`config.mk`:
```
export PLATFORM = sky130hd
export DESIGN_NAME = eoc_readout_scheduler
export DESIGN_NICKNAME = d
export VERILOG_FILES = /design/src/rtl/eoc_readout_scheduler.sv
export SDC_FILE = /design/constraint.sdc
export NUM_CORES = 1
export LEC_CHECK = 0
export ABC_AREA = 1
export CORE_UTILIZATION = 45
export CTS_BUF_LIST = sky130_fd_sc_hd__clkbuf_8 sky130_fd_sc_hd__clkbuf_16
export CTS_CLUSTER_SIZE = 16
export DETAILED_ROUTE_END_ITERATION = 16
export GPL_TIMING_DRIVEN = 0
export PLACE_DENSITY = 0.67
export SETUP_SLACK_MARGIN = 0.15
export SLEW_MARGIN = 30
export SYNTH_ARGS = -nofsm -noshare
export SYNTH_HDL_FRONTEND = slang
export SYNTH_SLANG_ARGS = --single-unit
```
`constraint.sdc`:
```
create_clock -name clk_40MHz -period 9.69 [get_ports clk_40MHz]
set_clock_uncertainty 0.05 [all_clocks]
set_input_delay 1.4535 -clock clk_40MHz [delete_from_list [all_inputs] [get_ports clk_40MHz]]
set_output_delay 1.4535 -clock clk_40MHz [all_outputs]
set_load 0.02 [all_outputs]
```
`src/rtl/eoc_readout_scheduler.sv`:
```
// End-of-column readout scheduler: round-robin grant over NUM_COL chains,
// one-cycle acknowledge, settle wait, and a show-ahead output FIFO.
`timescale 1ns/1ps

module eoc_readout_scheduler #(
    parameter int NUM_COL    = 4,
    parameter int COL_W      = 3,
    parameter int FIFO_DEPTH = 8,
    parameter int SETTLE_CYC = 2
) (
    input  logic                          clk_40MHz,
    input  logic                          rst_n,
    input  logic                          readout_en,
    input  logic [NUM_COL-1:0]            col_req,
    input  logic [26*NUM_COL-1:0]         col_data,
    output logic [NUM_COL-1:0]            shake_hands_col,
    output logic [COL_W+25:0]             out_data,
    output logic                          out_valid,
    input  logic                          out_ready,
    output logic [$clog2(FIFO_DEPTH):0]   fifo_count,
    output logic                          busy
);

    // state  | meaning
    // IDLE   | waiting for a grant condition
    // ACK    | one-cycle acknowledge to the granted column
    // SETTLE | down-count while the chain presents its next word

    localparam int AW = $clog2(FIFO_DEPTH);
    localparam int CW = AW + 1;
    localparam int DW = COL_W + 26;

    typedef enum logic [1:0] {
        IDLE   = 2'd0,
        ACK    = 2'd1,
        SETTLE = 2'd2
    } state_t;

    state_t           state, state_next;
    logic [COL_W-1:0] rr_ptr, rr_next;
    logic [COL_W-1:0] gnt_col, gnt_next;
    logic [3:0]       settle_cnt, settle_next;

    logic             scan_hit;
    logic [COL_W-1:0] scan_idx;
    logic [COL_W:0]   scan_pos;
    logic             scan_bit;

    logic             grant;
    logic             push;
    logic             pop;
    logic             full;
    logic             empty;
    logic [DW-1:0]    push_word;

    logic [DW-1:0]    mem [FIFO_DEPTH];
    logic [AW-1:0]    wr_ptr;
    logic [AW-1:0]    rd_ptr;
    logic [CW-1:0]    count;

    // First requesting column at or after rr_ptr, wrapping modulo NUM_COL.
    always_comb begin
        scan_hit = 1'b0;
        scan_idx = '0;
        scan_pos = '0;
        scan_bit = 1'b0;
        for (int i = 0; i < NUM_COL; i++) begin
            scan_pos = {1'b0, rr_ptr} + (COL_W+1)'(i);
            if (scan_pos >= (COL_W+1)'(NUM_COL)) begin
                scan_pos = scan_pos - (COL_W+1)'(NUM_COL);
            end
            scan_bit = |(col_req & (NUM_COL'(1) << scan_pos));
            if (!scan_hit && scan_bit) begin
                scan_hit = 1'b1;
                scan_idx = scan_pos[COL_W-1:0];
            end
        end
    end

    assign full      = (count == CW'(FIFO_DEPTH));
    assign empty     = (count == '0);
    assign grant     = (state == IDLE) && readout_en && scan_hit && !full;
    assign push      = grant;
    assign pop       = out_ready && !empty;
    assign push_word = {scan_idx, 26'(col_data >> (26 * scan_idx))};

    always_comb begin
        state_next      = state;
        rr_next         = rr_ptr;
        gnt_next        = gnt_col;
        settle_next     = settle_cnt;
        shake_hands_col = '0;
        case (state)
            IDLE: begin
                if (grant) begin
                    state_next = ACK;
                    gnt_next   = scan_idx;
                    rr_next    = (scan_idx == COL_W'(NUM_COL-1)) ? '0 : scan_idx + COL_W'(1);
                end
            end
            ACK: begin
                shake_hands_col = NUM_COL'(1) << gnt_col;
                state_next      = SETTLE;
                settle_next     = 4'(SETTLE_CYC - 1);
            end
            SETTLE: begin
                if (settle_cnt == 4'd0) begin
                    state_next = IDLE;
                end else begin
                    settle_next = settle_cnt - 4'd1;
                end
            end
            default: state_next = IDLE;
        endcase
    end

    always_ff @(posedge clk_40MHz) begin
        if (!rst_n) begin
            state      <= IDLE;
            rr_ptr     <= '0;
            gnt_col    <= '0;
            settle_cnt <= '0;
        end else begin
            state      <= state_next;
            rr_ptr     <= rr_next;
            gnt_col    <= gnt_next;
            settle_cnt <= settle_next;
        end
    end

    // Storage is not reset; out_data is masked while the FIFO is empty.
    always_ff @(posedge clk_40MHz) begin
        if (push) begin
            mem[wr_ptr] <= push_word;
        end
    end

    always_ff @(posedge clk_40MHz) begin
        if (!rst_n) begin
            wr_ptr <= '0;
            rd_ptr <= '0;
            count  <= '0;
        end else begin
            if (push) begin
                wr_ptr <= wr_ptr + AW'(1);
            end
            if (pop) begin
                rd_ptr <= rd_ptr + AW'(1);
            end
            case ({push, pop})
                2'b10:   count <= count + CW'(1);
                2'b01:   count <= count - CW'(1);
                default: count <= count;
            endcase
        end
    end

    assign out_data   = empty ? '0 : mem[rd_ptr];
    assign out_valid  = !empty;
    assign fifo_count = count;
    assign busy       = (state != IDLE) || !empty;

endmodule

```
* Yosys cells after proc, flatten, opt, wreduce, memory -nomap -nowiden
Memory sizes are Yosys's and may differ from the RTL's. A register that Yosys moved wholly into a read port is not among the register bits.
Index checks and enable logic that the tools add are counted.
** Cells by class
- Shift operators :: 6
- Bitwise operators :: 4
- Mux-type cells :: 25
- $mul :: 1
- Add/sub/neg operators :: 13
- Reduce and logical (&&, ||, !) cells :: 26
- Order comparisons :: 4
- Equality and inequality tests :: 9
** Operator list (number)
- $shr A104 B8 Y26 :: 1
- $mux W29 :: 1
- $mux W4 :: 6
- $mux W3 :: 7
- $and A4 B4 Y4 :: 4
- $pmux W4 S2 :: 2
- $reduce_or A4 Y1 :: 4
- $shl A1 B4 Y4 const A :: 4
- $ge A4 B3 Y1 const B :: 3
- $sub A4 B3 Y4 const B :: 3
- $add A3 B1 Y3 const B :: 3
- $add A3 B2 Y4 const B :: 2
- $logic_not A4 Y1 :: 2
- $sub A4 B1 Y4 const B :: 2
- $logic_and A1 B1 Y1 :: 7
- $mul A4 B3 Y7 const A :: 1
- $mux W1 :: 6
- $ne A2 B2 Y1 const B :: 3
- $pmux W2 S3 :: 1
- $reduce_and A2 Y1 :: 3
- $reduce_bool A2 Y1 :: 3
- $logic_not A1 Y1 :: 5
- $add A3 B1 Y4 const B :: 1
- $add A4 B1 Y4 const B :: 1
- 10 further kinds :: 13
** Storage, ports and cells
- Logic and storage cells :: 96
- Output and inout bits :: 39
- Bits in registers :: 22
- Input port bits :: 112
- Memories kept :: 1
- Bits in writable memories :: 232
** Memory list
- mem :: words 8, width 29, rd ports 1, clocked after Yosys merged registers in 1, write ports 1, line 56 : logic [DW-1:0] mem [FIFO_DEPTH];

* Logic depth before layout (Yosys ltp)
Gate-level depths: netlist (run 1).
- Depth after elaboration :: 19
- Gate-level depth with buffers :: 18
- Gate-level depth less buffers :: 17

* Worst setup path before layout (run 1)
No wires, ideal clock.
- Path type :: input port to flip-flop
- Start point :: input port col_req[0]
- End point :: memory mem[0][0] (netlist bit), enable pin
- Setup time :: 415 ps
- Path slack :: 5743 ps
- Path buffers :: 0
- Required time :: 9225 ps
- Stages on the path :: 9
- Arrival :: 3482 ps
- Cell sequence :: nand2_1 o21bai_1 nand2_1 nor2_2 nand3_2 nand2_1 inv_2 nand2_1 nor2_1
** On the way
- Cells in the longest elaborated chain, start to end :: 16
- Elaborated cells between the ends (all ways) :: 22
- Those cells by class :: mux: 6; bitwise: 4; reduce/logical: 12
** Ends and longest elaborated chain
- start, declared :: line 14 : input logic [NUM_COL-1:0] col_req,
- $and A4 B4 Y4 :: line 72 : scan_bit = |(col_req & (NUM_COL'(1) << scan_pos));
- $reduce_or A4 Y1 :: line 72
- $mux W1 :: line 73 : if (!scan_hit && scan_bit) begin
- $logic_not A1 Y1 :: line 73
- $logic_and A1 B1 Y1 :: line 73
- $mux W1 :: line 73
- $logic_not A1 Y1 :: line 73
- $logic_and A1 B1 Y1 :: line 73
- $mux W1 :: line 73
- $logic_not A1 Y1 :: line 73
- $logic_and A1 B1 Y1 :: line 73
- $mux W1 (*) :: line 73
- $logic_and A1 B1 Y1 (*) (2 in a row) :: line 82 : assign grant = (state == IDLE) && readout_en && scan_hit && !full;
- $mux W1 (*) :: line 133 : if (push) begin
- $mux W1 (not written as such) (*) :: line 134 : mem[wr_ptr] <= push_word;
- end, declared :: line 56
Mark *: on every way between the ends. The rest lies on a longest branch, timed or not.

==> metrics.log, run 1 <==
INFO  metric result_of_the_run = finished, final reports clean
INFO  metric core_region_area = 0.0260 mm²
INFO  metric critical_path.startpoint_type = flip-flop
INFO  metric vias_per_cell = 5.54
INFO  metric critical_path_peak_fanout = 10
INFO  metric critPathCaptureType = primary output
INFO  metric timing_hold_violations_final = 0
INFO  metric root_cell_of_the_clock_tree = sky130_fd_sc_hd__clkbuf_16
INFO  metric fin_hold_ws = 0.409 ns
INFO  metric final_cell_area = 0.0149 mm²
INFO  metric timing_worst_setup_path_type = reg -> out
INFO  metric detail_route.wl_per_cell = 20.3 µm
INFO  metric die_h = 165 µm
INFO  metric grt_pass1_wl = 53400 µm
INFO  metric maxCapViolations = 0
INFO  metric cell_taking_the_most_area_after_synthesis = sky130_fd_sc_hd__edfxtp_1
INFO  metric number_of_global_route_vias_before_repair = 9320
INFO  metric ys_ff_latch = 257
INFO  metric syn-cell-area = 0.0119 mm²
INFO  metric final_core_util = 57.3%
INFO  metric cts_buffer_depth = 3
INFO  metric yosys_warns = 0
INFO  metric report.final.slew_viol_count = 0
INFO  metric dpl_cell_area = 0.0141 mm²
INFO  metric drt_wl_total = 35200 µm
INFO  metric nNetsFinal = 1508
INFO  metric worstMarginPinSlew = 0.945 ns
INFO  metric critical_path_arrival = 3.41 ns
INFO  metric design.die.area = 0.0271 mm²
INFO  metric grt_setup_unrepaired = false
INFO  metric place.port_buffers = 150
INFO  metric timing.max_slew.rel_slack = 37.0%
INFO  metric postCtsHoldBufs = 0
INFO  metric cts.clk_slew.worst_paths = 0.06 ns
INFO  metric initial_utilization = 45.8%
INFO  metric antenna_cells_inserted = 0
INFO  metric die_width = 165 µm
INFO  metric drc = 0
INFO  metric layout.area.seq = 0.00747 mm²
INFO  metric multiInputGateArea = 0.00364 mm²
INFO  metric dpl.hpwl = 24500 µm
INFO  metric vdd_drop_max = 0.000223 V
INFO  metric drt_pass1_iterations = 5
INFO  metric req_time_crit_path = 8.19 ns
INFO  metric post_cts.repair.setup_buffers = 0
INFO  metric pwr_density_cell = 375 mW/mm²
INFO  metric synthDistinctLibCells = 33
INFO  metric synthesis.instances = 1196
INFO  metric drt_first_iter_violations = 866
INFO  metric post_cts_resized = 0
INFO  metric crit_chain = buf_2 > inv_1 > clkbuf_1 > clkbuf_1 > o21ai_0 > o22ai_1 > o21ai_0 > a31oi_1 > clkdlybuf4s50_1
INFO  metric period_share = 50.7%
INFO  metric yosysTopAreaCellShare = 58.6%
INFO  metric timing.hold.worst.class = reg -> reg
INFO  metric area_delta_synth_final = 25.3%
INFO  metric drtAntennaViolNets = 0
INFO  metric pre_cts_ws = 5.06 ns
INFO  metric grt.total_usage = 26.6%
INFO  metric antenna_found_initial = 0
INFO  metric cts_made_buffers = 26
INFO  metric ioPinCount = 151
INFO  metric placementRows = 59
INFO  metric gp_congestion = 0.962
INFO  metric htree_num_levels = 1
INFO  metric max_freq = 204 MHz
INFO  metric numClockSinks = 257
INFO  metric cts_tree = yes
INFO  metric ys_top_cells_by_area = sky130_fd_sc_hd__edfxtp_1, sky130_fd_sc_hd__o21ai_0, sky130_fd_sc_hd__nor2_1, sky130_fd_sc_hd__inv_1, sky130_fd_sc_hd__dfxtp_1
INFO  metric cellLeakagePower = 5.56 nW
INFO  metric grt_max_degree = 19
INFO  metric most-common-layout-cells = sky130_fd_sc_hd__edfxtp_1, sky130_fd_sc_hd__nor2_1, sky130_fd_sc_hd__o21ai_0
INFO  metric vias = 9612
INFO  metric layout-drive-gt1-share = 5.71%
INFO  metric crit_slowest_cell = sky130_fd_sc_hd__clkdlybuf4s50_1
INFO  metric period_minus_slack = 4.91 ns
INFO  metric final.setup.worst_slack = 4.78 ns
INFO  metric setup_total_negative_slack = 0 ns
INFO  metric synth.avg_cell_area = 9.94 µm²
INFO  metric filler_cell_count = 2196
INFO  metric grt_overflow = 0
INFO  metric postSynthNetCount = 1322
INFO  metric insertion_delay = 0.53 ns
INFO  metric finalSetupViolCount = 0
INFO  metric worst_path_largest_cell_delay = 0.67 ns
INFO  metric synth_sequential_area_ratio = 62.8%
INFO  metric layout.cells.most_common = sky130_fd_sc_hd__edfxtp_1
[per-stage QoR]
stage	cells	total power, mW
floorplan	1196	3.47
global placement	1681	4.52
detailed placement	1689	4.60
CTS	1735	5.56
global route	1735	5.89
finish	1735	5.59
[layer usage]
layer / global-route usage (%) / up-vias / routed length, µm / part of all wire [%]
li1: - / 4545 / - / -
met1: 34.8 / 4545 / 14200 / 40
met2: 44.5 / 449 / 16900 / 48
met3: 4.57 / 73 / 2950 / 8.4
met4: 9.88 / 0 / 1170 / 3.3
met5: 0 / - / 0 / 0
[worst paths after layout]
path	start	endpoint	slack (ns)	cells after the start
setup / recovery	flip-flop	out_data[20]	4.78	9
hold / removal	settle_cnt[1]$_SDFFE_PN0P_	settle_cnt[1]$_SDFFE_PN0P_	0.41	2
setup reg to reg	rr_ptr[0]$_SDFFE_PN0P_	fifo_count[3]$_SDFFE_PN0P_	6.11	16
hold reg to reg	settle_cnt[1]$_SDFFE_PN0P_	settle_cnt[1]$_SDFFE_PN0P_	0.41	2
[where the power goes]
part	switching (mW)	internal [mW]
Sequential	0.0534	1.84
Clock	0.420	0.542
Combinational	1.93	0.803
Total	2.41	3.19
[state kept, by name, indices dropped and copies added, names as in the netlist, named ones only]
register / count
mem: 232
fifo_count: 4
settle_cnt: 4
gnt_col: 3
rd_ptr: 3
rr_ptr: 3
wr_ptr: 3
state: 2
[cell families (layout without fill, tap and decap cells)]
family	count (synthesis)	count (layout)	share of synthesized area [%]
compound gates	269	269	12.1
simple gates	437	437	16.2
flops	257	257	62.8
fa+ha+maj	14	14	1.54
buf+inv	215	419	7.12
xor+xnor	4	4	0.295
[worst max-delay path: cells and delay by family, from the launching register on]
family / cells / cell delay, ns
AOI/OAI and AO/OA: 4 / 0.69
buffers and inverters: 5 / 1.88
DFF: 1 / 0.30
[cell usage after synthesis]
master                     number
sky130_fd_sc_hd__edfxtp_1     232
sky130_fd_sc_hd__nor2_1       196
sky130_fd_sc_hd__o21ai_0      159
sky130_fd_sc_hd__inv_1        138
sky130_fd_sc_hd__nand2_1      105
sky130_fd_sc_hd__nand3_1       62
sky130_fd_sc_hd__clkbuf_1      54
sky130_fd_sc_hd__nand4_1       53
sky130_fd_sc_hd__a21oi_1       48
sky130_fd_sc_hd__a31oi_1       30
sky130_fd_sc_hd__o22ai_1       29
sky130_fd_sc_hd__dfxtp_1       25
sky130_fd_sc_hd__ha_1          13
sky130_fd_sc_hd__buf_2         11
sky130_fd_sc_hd__buf_1          5
sky130_fd_sc_hd__nand2_2        4
sky130_fd_sc_hd__nand3b_1       4
sky130_fd_sc_hd__nor4_1         4
sky130_fd_sc_hd__buf_4          3
sky130_fd_sc_hd__nand3_2        3
sky130_fd_sc_hd__nor2_2         3
sky130_fd_sc_hd__buf_6          2
sky130_fd_sc_hd__xnor2_1        2
sky130_fd_sc_hd__xor2_1         2
sky130_fd_sc_hd__a211oi_1       1
sky130_fd_sc_hd__a21oi_4        1
sky130_fd_sc_hd__clkinv_1       1
sky130_fd_sc_hd__fa_1           1
sky130_fd_sc_hd__inv_2          1
sky130_fd_sc_hd__nor2_4         1
sky130_fd_sc_hd__nor3_1         1
sky130_fd_sc_hd__o21bai_1       1
sky130_fd_sc_hd__or2_2          1
[area by class of cell]
type	instances	share of cell area [%]
Multi-Input combinational cell	724	24.4
Sequential cell	257	50.1
Clock buffer	26	4.37
Buffer	75	2.16
Timing Repair Buffer	158	11.5
Clock inverter	20	1.08
Tap cell	335	2.81
Inverter	140	3.53
Power figures use the tool's default switching activity.
==> inputs of run 2 (changes only) <==
==> constraint.sdc (replaced) <==
create_clock -name clk_40MHz -period 4.95 [get_ports clk_40MHz]
set_clock_uncertainty 0.05 [all_clocks]
set_input_delay 0.7425 -clock clk_40MHz [delete_from_list [all_inputs] [get_ports clk_40MHz]]
set_output_delay 0.7425 -clock clk_40MHz [all_outputs]
set_load 0.02 [all_outputs]
==> results of run 2 <==
Same layout as run 1 (identical final DEF). Status: finished, final reports clean.
Main changes from that run: setup slack after placement 5.06 ns -> 1.03 ns; setup slack after layout 4.78 ns -> 0.747 ns; register-to-register setup slack 6.11 ns -> 1.37 ns; total power 5.59 mW -> 10.9 mW; worst IR drop on VDD 0.000223 V -> 0.000436 V
==> edit 1: new RTL, settings of run 2 <==
One comparison of `count` changes from == to >=.
--- a/src/rtl/eoc_readout_scheduler.sv
+++ b/src/rtl/eoc_readout_scheduler.sv
@@ -79,3 +79,3 @@
 
-    assign full      = (count == CW'(FIFO_DEPTH));
+    assign full      = (count >= CW'(FIFO_DEPTH));
     assign empty     = (count == '0);
Check against the original RTL: same outputs for any inputs over 4 cycles, from zero or initial values and one cycle with rst_n low; that may be too few to reach the edited logic, so the function may still have changed.
==> edit 1 against run 2 <==
  * The run now ends with design-rule violations left
  * Area after synthesis is 1.4% higher
  * Core utilization is 0.39 points higher
  * Register-to-register slack worse by 0.14 ns
  * Sequential cell count stayed put
  * Total power is 0.61% lower
  * Setup slack worse by 0.19 ns
  * Routed wire length is 3.4% lower
  * Maximum frequency is 4.4% lower
  * Design area is 1.3% higher
==> edit 1: results (changes against run 2) <==
.. list-table::
   :header-rows: 1

   * - Metric
     - Value
   * - Status
     - finished with violations (was finished, final reports clean)
   * - Violated checks
     - design-rule violations
   * - Seq/Total Area, Yosys
     - 0.619 (was 0.628)
   * - Maximum number of pins on one net before global-route repair
     - 20 (was 19)
   * - Proportion of layout cells with a drive suffix above 1
     - 0.0975 (was 0.0571)
   * - Post-Syn Instances
     - 1189 (was 1196)
   * - Fin nets
     - 1511 (was 1508)
   * - Register fraction of the total cell area
     - 0.495 (was 0.501)
   * - Number of optimization iterations in the first detailed-route pass
     - 11 (was 5)
   * - Mapped Nets
     - 1313 (was 1322)
   * - VDD IR-drop max
     - 339 µV (was 436 µV)
   * - Synthesized-area fraction occupied by xor and xnor cells
     - 0.000727 (was 0.00295)
   * - Leakage power figure
     - 0.00566 µW (was 0.00556 µW)
   * - Transition at the pin with the smallest max-transition slack
     - 0.806 ns (was 0.945 ns)
   * - Number of remaining DRC errors
     - 6 (was 0)
   * - Clock buffer instance count of the final layout
     - 25 (was 26)
   * - Overall Global Routing Usage
     - 0.246 (was 0.266)
   * - Core area
     - 26100 µm² (was 26000 µm²)
   * - Non-clock inverter count
     - 147 (was 140)
   * - Setup slack after placement
     - 1.14 ns (was 1.03 ns)
   * - Cell area reported after detailed placement
     - 14300 µm² (was 14100 µm²)
   * - Buffers outside the clock class
     - 249 (was 233)
   * - Total wirelength of the detailed-routed design
     - 34000 µm (was 35200 µm)
   * - Most numerous cell types in the synthesized netlist
     - 232 x edfxtp_1, 195 x nor2_1, 155 x o21ai_0 (was 232 x edfxtp_1, 196 x nor2_1, 159 x o21ai_0)
   * - Clock Network Area Fraction
     - 0.0542 (was 0.0544)
   * - DR vias
     - 9463 (was 9612)
   * - Placed Instances
     - 1695 (was 1689)
   * - Final GP Congestion
     - 0.909 (was 0.962)
   * - Latest clock arrival within the worst-skew pair
     - 0.51 ns (was 0.53 ns)
   * - Post-route non-filler standard cell count
     - 1740 (was 1735)
   * - Number of combinational gates with multiple inputs
     - 707 (was 724)
   * - Post-route core utilization
     - 0.577 (was 0.573)
   * - Post-synthesis adder-cell area fraction
     - 0.0131 (was 0.0154)
   * - DR iter-0 viols
     - 849 (was 866)
   * - Multi-input gate share of the layout cell area
     - 0.247 (was 0.244)
   * - Count of fill cells added during filler insertion
     - 2257 (was 2196)
   * - Number of distinct library cell variants in the gate-level netlist after synthesis
     - 37 (was 33)
   * - Arrival @ worst endpoint
     - 3.60 ns (was 3.41 ns)
   * - HPWL reported at the end of detailed placement
     - 24500 µm (about the same)
edit 1: final timing paths:
kind,start,end,slack [ns],cells after the start
min,rd_ptr[2],rd_ptr[2],0.43,2
max,register,out_data[18],0.56,9
max reg2reg,rr_ptr[1],fifo_count[3],1.23,21
min reg2reg,rd_ptr[2],rd_ptr[2],0.43,2
edit 1: power breakdown:
part	switching (µW)	internal, µW
Combinational	3660	1670
Clock	774	1120
Sequential	112	3540
edit 1: critical path, cell delays in order, from the launching register on:
cell and delay, ns:
dfxtp_1 0.31, clkbuf_1 0.23, inv_1 0.27, buf_2 0.26
clkbuf_1 0.51, nor2_1 0.11, o22ai_1 0.23, o21ai_0 0.10
a31oi_1 0.37, clkdlybuf4s50_1 0.69
edit 1: per-layer routing:
metal | up-vias | routed length, µm | track usage
met2 | 419 | 16700 | 0.428
met5 | - | 0 | 0
met1 | 4460 | 14400 | 0.331
met4 | 0 | 574 | 0.0626
met3 | 38 | 2340 | 0.0241
li1 | 4546 | - | -
==> edit 2: new RTL, config.mk and constraints of run 2 <==
Without the edit above. The parameter `FIFO_DEPTH` goes from 8 to 4.
--- a/src/rtl/eoc_readout_scheduler.sv
+++ b/src/rtl/eoc_readout_scheduler.sv
@@ -7,3 +7,3 @@
     parameter int COL_W      = 3,
-    parameter int FIFO_DEPTH = 8,
+    parameter int FIFO_DEPTH = 4,
     parameter int SETTLE_CYC = 2
Interface: changed (resized fifo_count); port bits go from 151 to 150. The function was not compared with the original's and may differ.
==> edit 2 against run 2 <==
  * Routed wire length shrank 40%
  * Register-to-register slack gained 0.21 ns
  * Setup slack gained 0.31 ns
  * Total power shrank 27%
  * Design area shrank 33%
  * Largest cell class unchanged
  * Final cell count shrank 28%
  * Sequential cell count shrank 120
  * Area after synthesis shrank 37%
==> edit 2: results (changes against run 2) <==
.. list-table::
   :header-rows: 1

   * - Metric
     - Value
   * - Status
     - finished, final reports clean (unchanged)
   * - Post-synthesis adder-cell area fraction
     - 0.0245 (was 0.0154)
   * - Met1 wire length
     - 8890 µm (was 14200 µm)
   * - Count of fill cells added during filler insertion
     - 1448 (was 2196)
   * - HP Start
     - rd_ptr[1] (was settle_cnt[1])
   * - Detail Route met2 WL
     - 10300 µm (was 16900 µm)
   * - Seq/Total Area, Yosys
     - 0.524 (was 0.628)
   * - DR iter-0 viols
     - 515 (was 866)
   * - Transition at the pin with the smallest max-transition slack
     - 0.671 ns (was 0.945 ns)
   * - Placed Instances
     - 1218 (was 1689)
   * - Met3 track demand over resource
     - 0.0529 (was 0.0457)
   * - Destination of the worst register-to-register timing path
     - fifo_count[2] (was fifo_count[3])
   * - Clock buffer depth
     - 2 (was 3)
   * - Number of distinct library cell variants in the gate-level netlist after synthesis
     - 39 (was 33)
   * - Global-route wire length before repair
     - 32900 µm (was 53400 µm)
   * - Met2 Use GR
     - 0.450 (was 0.445)
   * - Final GP Congestion
     - 0.914 (was 0.962)
   * - HPWL reported at the end of detailed placement
     - 15500 µm (was 24500 µm)
   * - Number of buffers inserted during clock tree synthesis
     - 17 (was 26)
   * - Post-route core utilization
     - 0.621 (was 0.573)
   * - Latest clock arrival within the worst-skew pair
     - 0.42 ns (was 0.53 ns)
   * - Number of H-tree levels
     - 4 (was 1)
   * - Switching power
     - 3600 µW (was 4710 µW)
   * - Fin worst setup slack
     - 1.06 ns (was 0.747 ns)
   * - Count of flip-flops with a built-in enable after synthesis
     - 116 (was 232)
   * - Synthesized-area fraction occupied by xor and xnor cells
     - 0.00118 (was 0.00295)
   * - Arrival @ worst endpoint
     - 3.10 ns (was 3.41 ns)
   * - Top post-synthesis cells by area
     - edfxtp_1 47%, inv_1 6.8%, nor2_1 6.5% (was edfxtp_1 59%, o21ai_0 6.7%, nor2_1 6.2%)
   * - Overall Global Routing Usage
     - 0.263 (was 0.266)
   * - Leakage power figure
     - 0.00401 µW (was 0.00556 µW)
   * - Fin nets
     - 1147 (was 1508)
   * - Post-Syn Instances
     - 849 (was 1196)
   * - Hold Path End
     - rd_ptr[1] (was settle_cnt[1])
   * - Met1 track utilization from global routing
     - 0.328 (was 0.348)
   * - Total of buffers placed on input and output ports
     - 149 (was 150)
   * - Cell area reported after detailed placement
     - 9360 µm² (was 14100 µm²)
   * - Total wirelength of the detailed-routed design
     - 21200 µm (was 35200 µm)
   * - VDD IR-drop max
     - 363 µV (was 436 µV)
   * - R2r setup slk
     - 1.58 ns (was 1.37 ns)
   * - Proportion of layout cells with a drive suffix above 1
     - 0.109 (was 0.0571)
   * - Worst setup path endpoint
     - out_data[0] (was out_data[20])
   * - Worst r2r path cells
     - 15 (was 16)
   * - Compound-Gate Fraction of Synth Area
     - 0.117 (was 0.121)
-- edit 2: cell count changes in the layout (fill, tap and decap cells not counted), moves of 17 or more --
cell / run 2 / this run
a31oi_1: 30 / 1
o21ai_0: 159 / 69
o22ai_1: 29 / 1
nand3_1: 62 / 42
clkbuf_1: 54 / 37
a21oi_2: 1 / 20
edfxtp_1: 232 / 116
nor2_1: 188 / 126
nand2_1: 105 / 87
nand3_2: 3 / 20
-- edit 2: power by group through the flow --
stage	Sequential [µW]	Combinational, µW	Clock, µW
3_3_place_gp	2230	4340	0
6_report	2200	4560	1220
3_5_place_dp	2220	4510	0
5_1_grt	2230	4960	1280
4_1_cts	2200	4540	1230
2_1_floorplan	2210	2870	0
-- edit 2: cell type report --
class / count / share of cell area
Multi-Input combinational cell: 519 / 0.283
Inverter: 142 / 0.0539
Tap cell: 216 / 0.0272
Clock inverter: 11 / 0.00907
Sequential cell: 137 / 0.393
Timing Repair Buffer: 153 / 0.161
Buffer: 51 / 0.0234
Clock buffer: 21 / 0.0495
